## src/rtl/keypad_pkg.sv

```systemverilog
// Shared constants for the hex keypad reader: FSM encoding, default timing
// parameters and the {row,col} key codes used by display/CPU test programs.
package keypad_pkg;

  localparam int SCAN_DIV_DEFAULT    = 50000;
  localparam int DEB_SAMPLES_DEFAULT = 4;

  localparam logic [1:0] ST_SCAN     = 2'd0;
  localparam logic [1:0] ST_DEBOUNCE = 2'd1;
  localparam logic [1:0] ST_RELEASE  = 2'd2;

  // Key codes are {row[1:0], col[1:0]}
  localparam logic [3:0] KEY_0 = 4'h0;
  localparam logic [3:0] KEY_1 = 4'h1;
  localparam logic [3:0] KEY_2 = 4'h2;
  localparam logic [3:0] KEY_3 = 4'h3;
  localparam logic [3:0] KEY_4 = 4'h4;
  localparam logic [3:0] KEY_5 = 4'h5;
  localparam logic [3:0] KEY_6 = 4'h6;
  localparam logic [3:0] KEY_7 = 4'h7;
  localparam logic [3:0] KEY_8 = 4'h8;
  localparam logic [3:0] KEY_9 = 4'h9;
  localparam logic [3:0] KEY_A = 4'hA;
  localparam logic [3:0] KEY_B = 4'hB;
  localparam logic [3:0] KEY_C = 4'hC;
  localparam logic [3:0] KEY_D = 4'hD;
  localparam logic [3:0] KEY_E = 4'hE;
  localparam logic [3:0] KEY_F = 4'hF;

  function automatic logic [3:0] key_code_of(input logic [1:0] r, input logic [1:0] c);
    return {r, c};
  endfunction

  // Lowest-numbered low (pressed) row wins when several rows read low
  function automatic logic [1:0] first_low_row(input logic [3:0] rows);
    logic [1:0] idx;
    idx = 2'd0;
    for (int i = 3; i >= 0; i--) begin
      if (!rows[i]) idx = i[1:0];
    end
    return idx;
  endfunction

endpackage

```

## src/rtl/keypad_reader_btn_debounce.sv

```systemverilog
// Push-button conditioner: 2-FF synchroniser, tick-sampled agreement counter
// and a one-clock pulse on the debounced rising edge.
module btn_debounce #(
  parameter int DEB_SAMPLES = 4
) (
  input  logic clk,
  input  logic rst,
  input  logic tick_i,
  input  logic btn_i,
  output logic rise_o
);

  localparam int CW = $clog2(DEB_SAMPLES + 1);

  logic          sync1_q, sync2_q;
  logic          level_q, level_d;
  logic          rise_q, rise_d;
  logic [CW-1:0] cnt_q, cnt_d;

  // Bring the asynchronous button into the clock domain
  always_ff @(posedge clk or posedge rst) begin
    if (rst) begin
      sync1_q <= 1'b0;
      sync2_q <= 1'b0;
    end else begin
      sync1_q <= btn_i;
      sync2_q <= sync1_q;
    end
  end

  // Flip the debounced level only after DEB_SAMPLES consecutive disagreeing ticks
  always_comb begin
    level_d = level_q;
    cnt_d   = cnt_q;
    rise_d  = 1'b0;
    if (tick_i) begin
      if (sync2_q != level_q) begin
        if (cnt_q == CW'(DEB_SAMPLES - 1)) begin
          level_d = sync2_q;
          cnt_d   = '0;
          rise_d  = sync2_q;
        end else begin
          cnt_d = cnt_q + 1'b1;
        end
      end else begin
        cnt_d = '0;
      end
    end
  end

  // Debounce state registers
  always_ff @(posedge clk or posedge rst) begin
    if (rst) begin
      level_q <= 1'b0;
      rise_q  <= 1'b0;
      cnt_q   <= '0;
    end else begin
      level_q <= level_d;
      rise_q  <= rise_d;
      cnt_q   <= cnt_d;
    end
  end

  assign rise_o = rise_q;

endmodule

```

## src/rtl/keypad_reader.sv

```systemverilog
// 4x4 hex keypad scanner with debounce, 16-bit digit accumulator and an
// Enter-triggered valid/ready hand-off to the CPU input port.
//
// state       | meaning
// ------------+----------------------------------------------------------
// ST_SCAN     | rotating the low column, looking for any low row
// ST_DEBOUNCE | column frozen, counting ticks the latched row stays low
// ST_RELEASE  | key accepted, column frozen until all rows high long enough
module keypad_reader import keypad_pkg::*; #(
  parameter int SCAN_DIV    = SCAN_DIV_DEFAULT,
  parameter int DEB_SAMPLES = DEB_SAMPLES_DEFAULT
) (
  input  logic        clk,
  input  logic        rst,
  input  logic [3:0]  row,
  input  logic        btn_enter,
  output logic [3:0]  col,
  output logic [15:0] entry,
  output logic [3:0]  key_code,
  output logic        key_strobe,
  output logic [15:0] data_out,
  output logic        data_valid,
  input  logic        data_ready
);

  localparam int TW = (SCAN_DIV > 1) ? $clog2(SCAN_DIV) : 1;
  localparam int CW = $clog2(DEB_SAMPLES + 1);

  logic [TW-1:0] div_q, div_d;
  logic          tick;
  logic [3:0]    row_s1_q, row_s2_q;
  logic [1:0]    state_q, state_d;
  logic [1:0]    col_idx_q, col_idx_d;
  logic [1:0]    row_idx_q, row_idx_d;
  logic [CW-1:0] cnt_q, cnt_d;
  logic [3:0]    col_q, col_d;
  logic          accept;
  logic [3:0]    code;
  logic [15:0]   entry_shift;
  logic [15:0]   entry_q, entry_d;
  logic [3:0]    key_code_q, key_code_d;
  logic          key_strobe_q, key_strobe_d;
  logic [15:0]   data_out_q, data_out_d;
  logic          data_valid_q, data_valid_d;
  logic          enter_rise;

  assign tick  = (div_q == TW'(SCAN_DIV - 1));
  assign div_d = tick ? '0 : div_q + 1'b1;

  // Free-running scan divider and row synchroniser
  always_ff @(posedge clk or posedge rst) begin
    if (rst) begin
      div_q    <= '0;
      row_s1_q <= 4'hF;
      row_s2_q <= 4'hF;
    end else begin
      div_q    <= div_d;
      row_s1_q <= row;
      row_s2_q <= row_s1_q;
    end
  end

  btn_debounce #(.DEB_SAMPLES(DEB_SAMPLES)) u_enter_deb (
    .clk    (clk),
    .rst    (rst),
    .tick_i (tick),
    .btn_i  (btn_enter),
    .rise_o (enter_rise)
  );

  // Scan FSM: all decisions are taken only on scan ticks
  always_comb begin
    state_d   = state_q;
    col_idx_d = col_idx_q;
    row_idx_d = row_idx_q;
    cnt_d     = cnt_q;
    accept    = 1'b0;
    if (tick) begin
      case (state_q)
        ST_SCAN: begin
          if (row_s2_q != 4'hF) begin
            row_idx_d = first_low_row(row_s2_q);
            cnt_d     = CW'(1);
            state_d   = ST_DEBOUNCE;
          end else begin
            col_idx_d = col_idx_q + 2'd1;
          end
        end
        ST_DEBOUNCE: begin
          if (!row_s2_q[row_idx_q]) begin
            if (cnt_q == CW'(DEB_SAMPLES - 1)) begin
              accept  = 1'b1;
              cnt_d   = '0;
              state_d = ST_RELEASE;
            end else begin
              cnt_d = cnt_q + 1'b1;
            end
          end else begin
            cnt_d   = '0;
            state_d = ST_SCAN;
          end
        end
        ST_RELEASE: begin
          if (row_s2_q == 4'hF) begin
            if (cnt_q == CW'(DEB_SAMPLES - 1)) begin
              cnt_d     = '0;
              state_d   = ST_SCAN;
              col_idx_d = col_idx_q + 2'd1;
            end else begin
              cnt_d = cnt_q + 1'b1;
            end
          end else begin
            cnt_d = '0;
          end
        end
        default: begin
          cnt_d   = '0;
          state_d = ST_SCAN;
        end
      endcase
    end
  end

  assign code        = key_code_of(row_idx_q, col_idx_q);
  assign entry_shift = accept ? {entry_q[11:0], code} : entry_q;
  assign col_d       = ~(4'b0001 << col_idx_d);

  // Digit accumulator and CPU hand-off; a same-cycle Enter captures the new digit
  always_comb begin
    key_code_d   = accept ? code : key_code_q;
    key_strobe_d = accept;
    data_out_d   = data_out_q;
    data_valid_d = data_valid_q & ~data_ready;
    entry_d      = entry_shift;
    if (enter_rise) begin
      data_out_d   = entry_shift;
      data_valid_d = 1'b1;
      entry_d      = '0;
    end
  end

  // FSM and output registers
  always_ff @(posedge clk or posedge rst) begin
    if (rst) begin
      state_q      <= ST_SCAN;
      col_idx_q    <= 2'd0;
      row_idx_q    <= 2'd0;
      cnt_q        <= '0;
      col_q        <= 4'b1110;
      entry_q      <= '0;
      key_code_q   <= '0;
      key_strobe_q <= 1'b0;
      data_out_q   <= '0;
      data_valid_q <= 1'b0;
    end else begin
      state_q      <= state_d;
      col_idx_q    <= col_idx_d;
      row_idx_q    <= row_idx_d;
      cnt_q        <= cnt_d;
      col_q        <= col_d;
      entry_q      <= entry_d;
      key_code_q   <= key_code_d;
      key_strobe_q <= key_strobe_d;
      data_out_q   <= data_out_d;
      data_valid_q <= data_valid_d;
    end
  end

  assign col        = col_q;
  assign entry      = entry_q;
  assign key_code   = key_code_q;
  assign key_strobe = key_strobe_q;
  assign data_out   = data_out_q;
  assign data_valid = data_valid_q;

endmodule

```

## config.mk

```make
export PLATFORM = sky130hd
export DESIGN_NAME = keypad_reader
export DESIGN_NICKNAME = d
export VERILOG_FILES = /design/src/rtl/keypad_pkg.sv /design/src/rtl/keypad_reader_btn_debounce.sv /design/src/rtl/keypad_reader.sv
export SDC_FILE = /design/constraint.sdc
export NUM_CORES = 1
export LEC_CHECK = 0
export CORE_MARGIN = 2
export CORE_UTILIZATION = 49
export DETAILED_ROUTE_END_ITERATION = 12
export PLACE_DENSITY = 0.76
export SYNTH_ARGS = -nofsm -noshare
export SYNTH_HDL_FRONTEND = slang
export SYNTH_SLANG_ARGS = --single-unit
export TNS_END_PERCENT = 1
```

## constraint.sdc

```tcl
create_clock -name clk -period 2.7 [get_ports clk]
set_input_delay 0.54 -clock clk [delete_from_list [all_inputs] [get_ports clk]]
set_output_delay 0.54 -clock clk [all_outputs]
set_load 0.05 [all_outputs]
```

==> out/metrics.yaml <==
cts_hold_buf: 0
sw_frac_of_total_pct: 23.9
syn2layout_area_growth_pct: 22.2
ctsResizeCount: 0
yosysWarnings: 0
arrival_ns: 1.66
root_buffer: "clkbuf_8"
pin_count: 50
synth_edf_count: 0
crit_type: "flop to primary output"
wirelength_met1_um: 3270
critical_path_buf_inv_count: 1
min_path_type: "flop to flop"
cp_top_family: "buffers and inverters"
fill_cells: 605
synth_cells: 322
fin_tns_setup_ns: 0
antenna_cells: 0
regToRegStartpoint: "div_q[4]$_DFF_PP0_"
dr.max_layer_used: "met4"
clock-sinks: 82
p_comb_share_pct: 2.1
ys.flop_type: "dfrtp_1"
wirelength_um: 7240
power_mw: 2.10
status: "complete, no violations"
vdd_ir_drop_max_mv: 0.352
cp_cell_sequence: "clkdlybuf4s50_1"
rsz0062_at_grt: "false"
drtAntennaViolNets: 0
start_kind: "flop"
fin_skew_ns: 0.0132
post-route-min-period_ns: 2.20
regToRegSetupSlack_ns: 0.56
synthDistinctLibCells: 52
cp.depth: 1
setup.worst_path.start: "col[3]$_DFF_PP1_"
fmax_mhz: 454
grt_pass1_wl_um: 11700
htreeDepth: 3
dieArea_um2: 7930
overflow: 0
die_h_um: 89.1
postCtsSetupRepairBufs: 0
power.leakage_nw: 1.85
slowest_stage: "clkdlybuf4s50_1"
gp_congestion: 0.850
slew_headroom_pct: 54.4
seq_power_share_pct: 59.3
slew_viol_final: 0
firstDrtPassIters: 4
yosysTopAreaCell: "dfrtp_1"
dp_hpwl_um: 4780
synthesis.nets: 333
final_layout_size_suffix_gt1_share_pct: 11.7
synth-seq-cells: 82
fin_crit_sh_pct: 81.6
clk-insertion-delay-late_ns: 0.36
p_int_mw: 1.60
holdWs_ns: 0.355
num_rows: 31
slowest_delay_ns: 0.79
crit_fanout: 1
crit_end: "col[3]"
die_w_um: 89.1
p_clk_share_pct: 38.6
cap_violations: 0
coreArea_um2: 7140
critPathCaptureType: "primary output"
crit_required_ns: 2.16
nets: 383
grt_max_degree: 83
cts_buffers: 9
hold_viol_final: 0
port_buffers: 49
p_sw_uw: 501
vias: 2659
wl_per_cell_um: 15.2
clk_pin_slew_ns: 0.09
initialDrtViolationCount: 213
synth_top_area_share_pct: 50.1
met2_length_um: 3530
yosys-top-cells-area: "dfrtp_1, dfstp_2, nand4_1"
p_per_area_nw_per_um2: 484
initial_utilization_pct: 49.7
setup_viol: 0
drcViolationCount: 0
synthArstFlopShare_pct: 100
syn_area_um2: 3540
tightestPinTransition_ns: 0.683
cts_tree: "done"
detail_route.vias_per_cell: 5.59
dr_wl_met3_um: 326
avgSynthCellArea_um2: 11.0
grt.total_usage_pct: 19.6
grt_pass1_vias: 2478
worstReg2RegEnd: "data_out[0]$_DFFE_PP0P_"
reg2regPathDepth: 5
clk_path_buf_depth: 2
antenna_found_initial: 0
ys_seq_area_share_pct: 58.3
## synth_stat cells, drive strengths merged (2+ instances only)
library cell / count
ha: 3
nor2: 33
a31oi: 16
nor3: 4
nor3b: 3
nand4: 25
o21ai: 8
nor4bb: 2
mux2: 2
clkbuf: 15
o21a: 2
nand2: 12
nor2b: 3
and2: 2
and4: 2
nor4: 4
dfrtp: 71
buf: 4
xor2: 6
dfstp: 11
or2: 2
a21oi: 22
mux2i: 3
nand3: 8
inv: 11
a21boi: 3
nand2b: 3
xnor2: 10
o31ai: 16
## metrics by stage
step | std cells | instance area (µm²) | util, % | worst slack [ns]
after global routing | 476 | 4330 | 60.7 | 0.309
after global placement | 460 | 4160 | 58.2 | 0.612
after floorplan | 322 | 3540 | - | 0.0698
after CTS | 476 | 4330 | 60.7 | 0.475
after detailed placement | 460 | 4160 | 58.2 | 0.605
final | 476 | 4330 | 60.7 | 0.497
## state kept, by name (all words and copies together) (netlist names), 2 cells and up
name,count
div_q,16
col,4
col_idx_q,2
row_idx_q,2
row_s1_q,4
entry,16
row_s2_q,4
data_out,16
u_enter_deb.cnt_q,3
key_code,4
cnt_q,3
state_q,2
## area by class of cell
cell class / instances / area [µm²] / share of cell area, %
Inverter: 11 / 41.3 / 0.953
Multi-Input combinational cell: 210 / 1350 / 31.3
Timing Repair Buffer: 58 / 571 / 13.2
Tap cell: 99 / 124 / 2.86
Clock inverter: 7 / 52.6 / 1.21
Clock buffer: 9 / 124 / 2.86
Sequential cell: 82 / 2070 / 47.7
## routing by layer
layer  vias to the layer above  GRT usage (%)
met5                         -              0
met4                         0           9.50
met3                        10           3.88
met2                        85           31.2
met1                      1289           25.8
li1                       1275              -
## worst min-delay path by stage
stage	startpoint	to	slack, ns	depth (start not counted)
after floorplan	u_enter_deb.sync1_q$_DFF_PP0_	u_enter_deb.sync2_q$_DFF_PP0_	0.33	0
after global placement	u_enter_deb.sync1_q$_DFF_PP0_	u_enter_deb.sync2_q$_DFF_PP0_	0.33	0
after detailed placement	u_enter_deb.sync1_q$_DFF_PP0_	u_enter_deb.sync2_q$_DFF_PP0_	0.34	0
after CTS	u_enter_deb.sync1_q$_DFF_PP0_	u_enter_deb.sync2_q$_DFF_PP0_	0.36	0
after global routing	row_s1_q[0]$_DFF_PP1_	row_s2_q[0]$_DFF_PP1_	0.36	0
final	u_enter_deb.sync1_q$_DFF_PP0_	u_enter_deb.sync2_q$_DFF_PP0_	0.35	0
## cells in the final DEF, fill, tap and decap left out, types with 2 or more instances in the layout
cell type	count
mux2i_1	3
dfrtp_1	71
nor3b_1	3
nor2_1	33
buf_4	8
o21ai_0	8
nor2b_1	3
nor4_4	2
clkdlybuf4s50_1	49
nand3_1	7
o21a_1	2
clkinv_2	2
o31ai_1	16
nand2b_1	3
dfstp_2	11
a21oi_1	22
a31oi_1	16
ha_1	3
inv_1	10
a21boi_0	3
xnor2_1	10
clkbuf_8	9
xor2_1	6
and2_1	2
nor3_1	4
nor4_1	2
nand4_1	25
nand2_1	12
nor4bb_1	2
inv_6	3
and4_1	2
## power by group through the flow
stage / Clock, mW / Combinational [mW] / Sequential (mW)
2_1_floorplan: 0 / 0.0243 / 1.27
3_3_place_gp: 0 / 0.0454 / 1.27
3_5_place_dp: 0 / 0.0455 / 1.27
4_1_cts: 0.823 / 0.0457 / 1.24
5_1_grt: 0.875 / 0.0514 / 1.25
6_report: 0.810 / 0.0435 / 1.24
## cells by family (layout without fill, tap and decap cells)
group	Yosys count	count (layout)	synth area share, %
simple gates	111	111	18.2
flops	82	82	58.3
compound gates	75	75	13.4
buf+inv	30	85	3.53
xor+xnor	16	16	3.95
mux	5	5	1.59
fa+ha+maj	3	3	1.06
No activity file was read; power rests on OpenSTA's default activity.
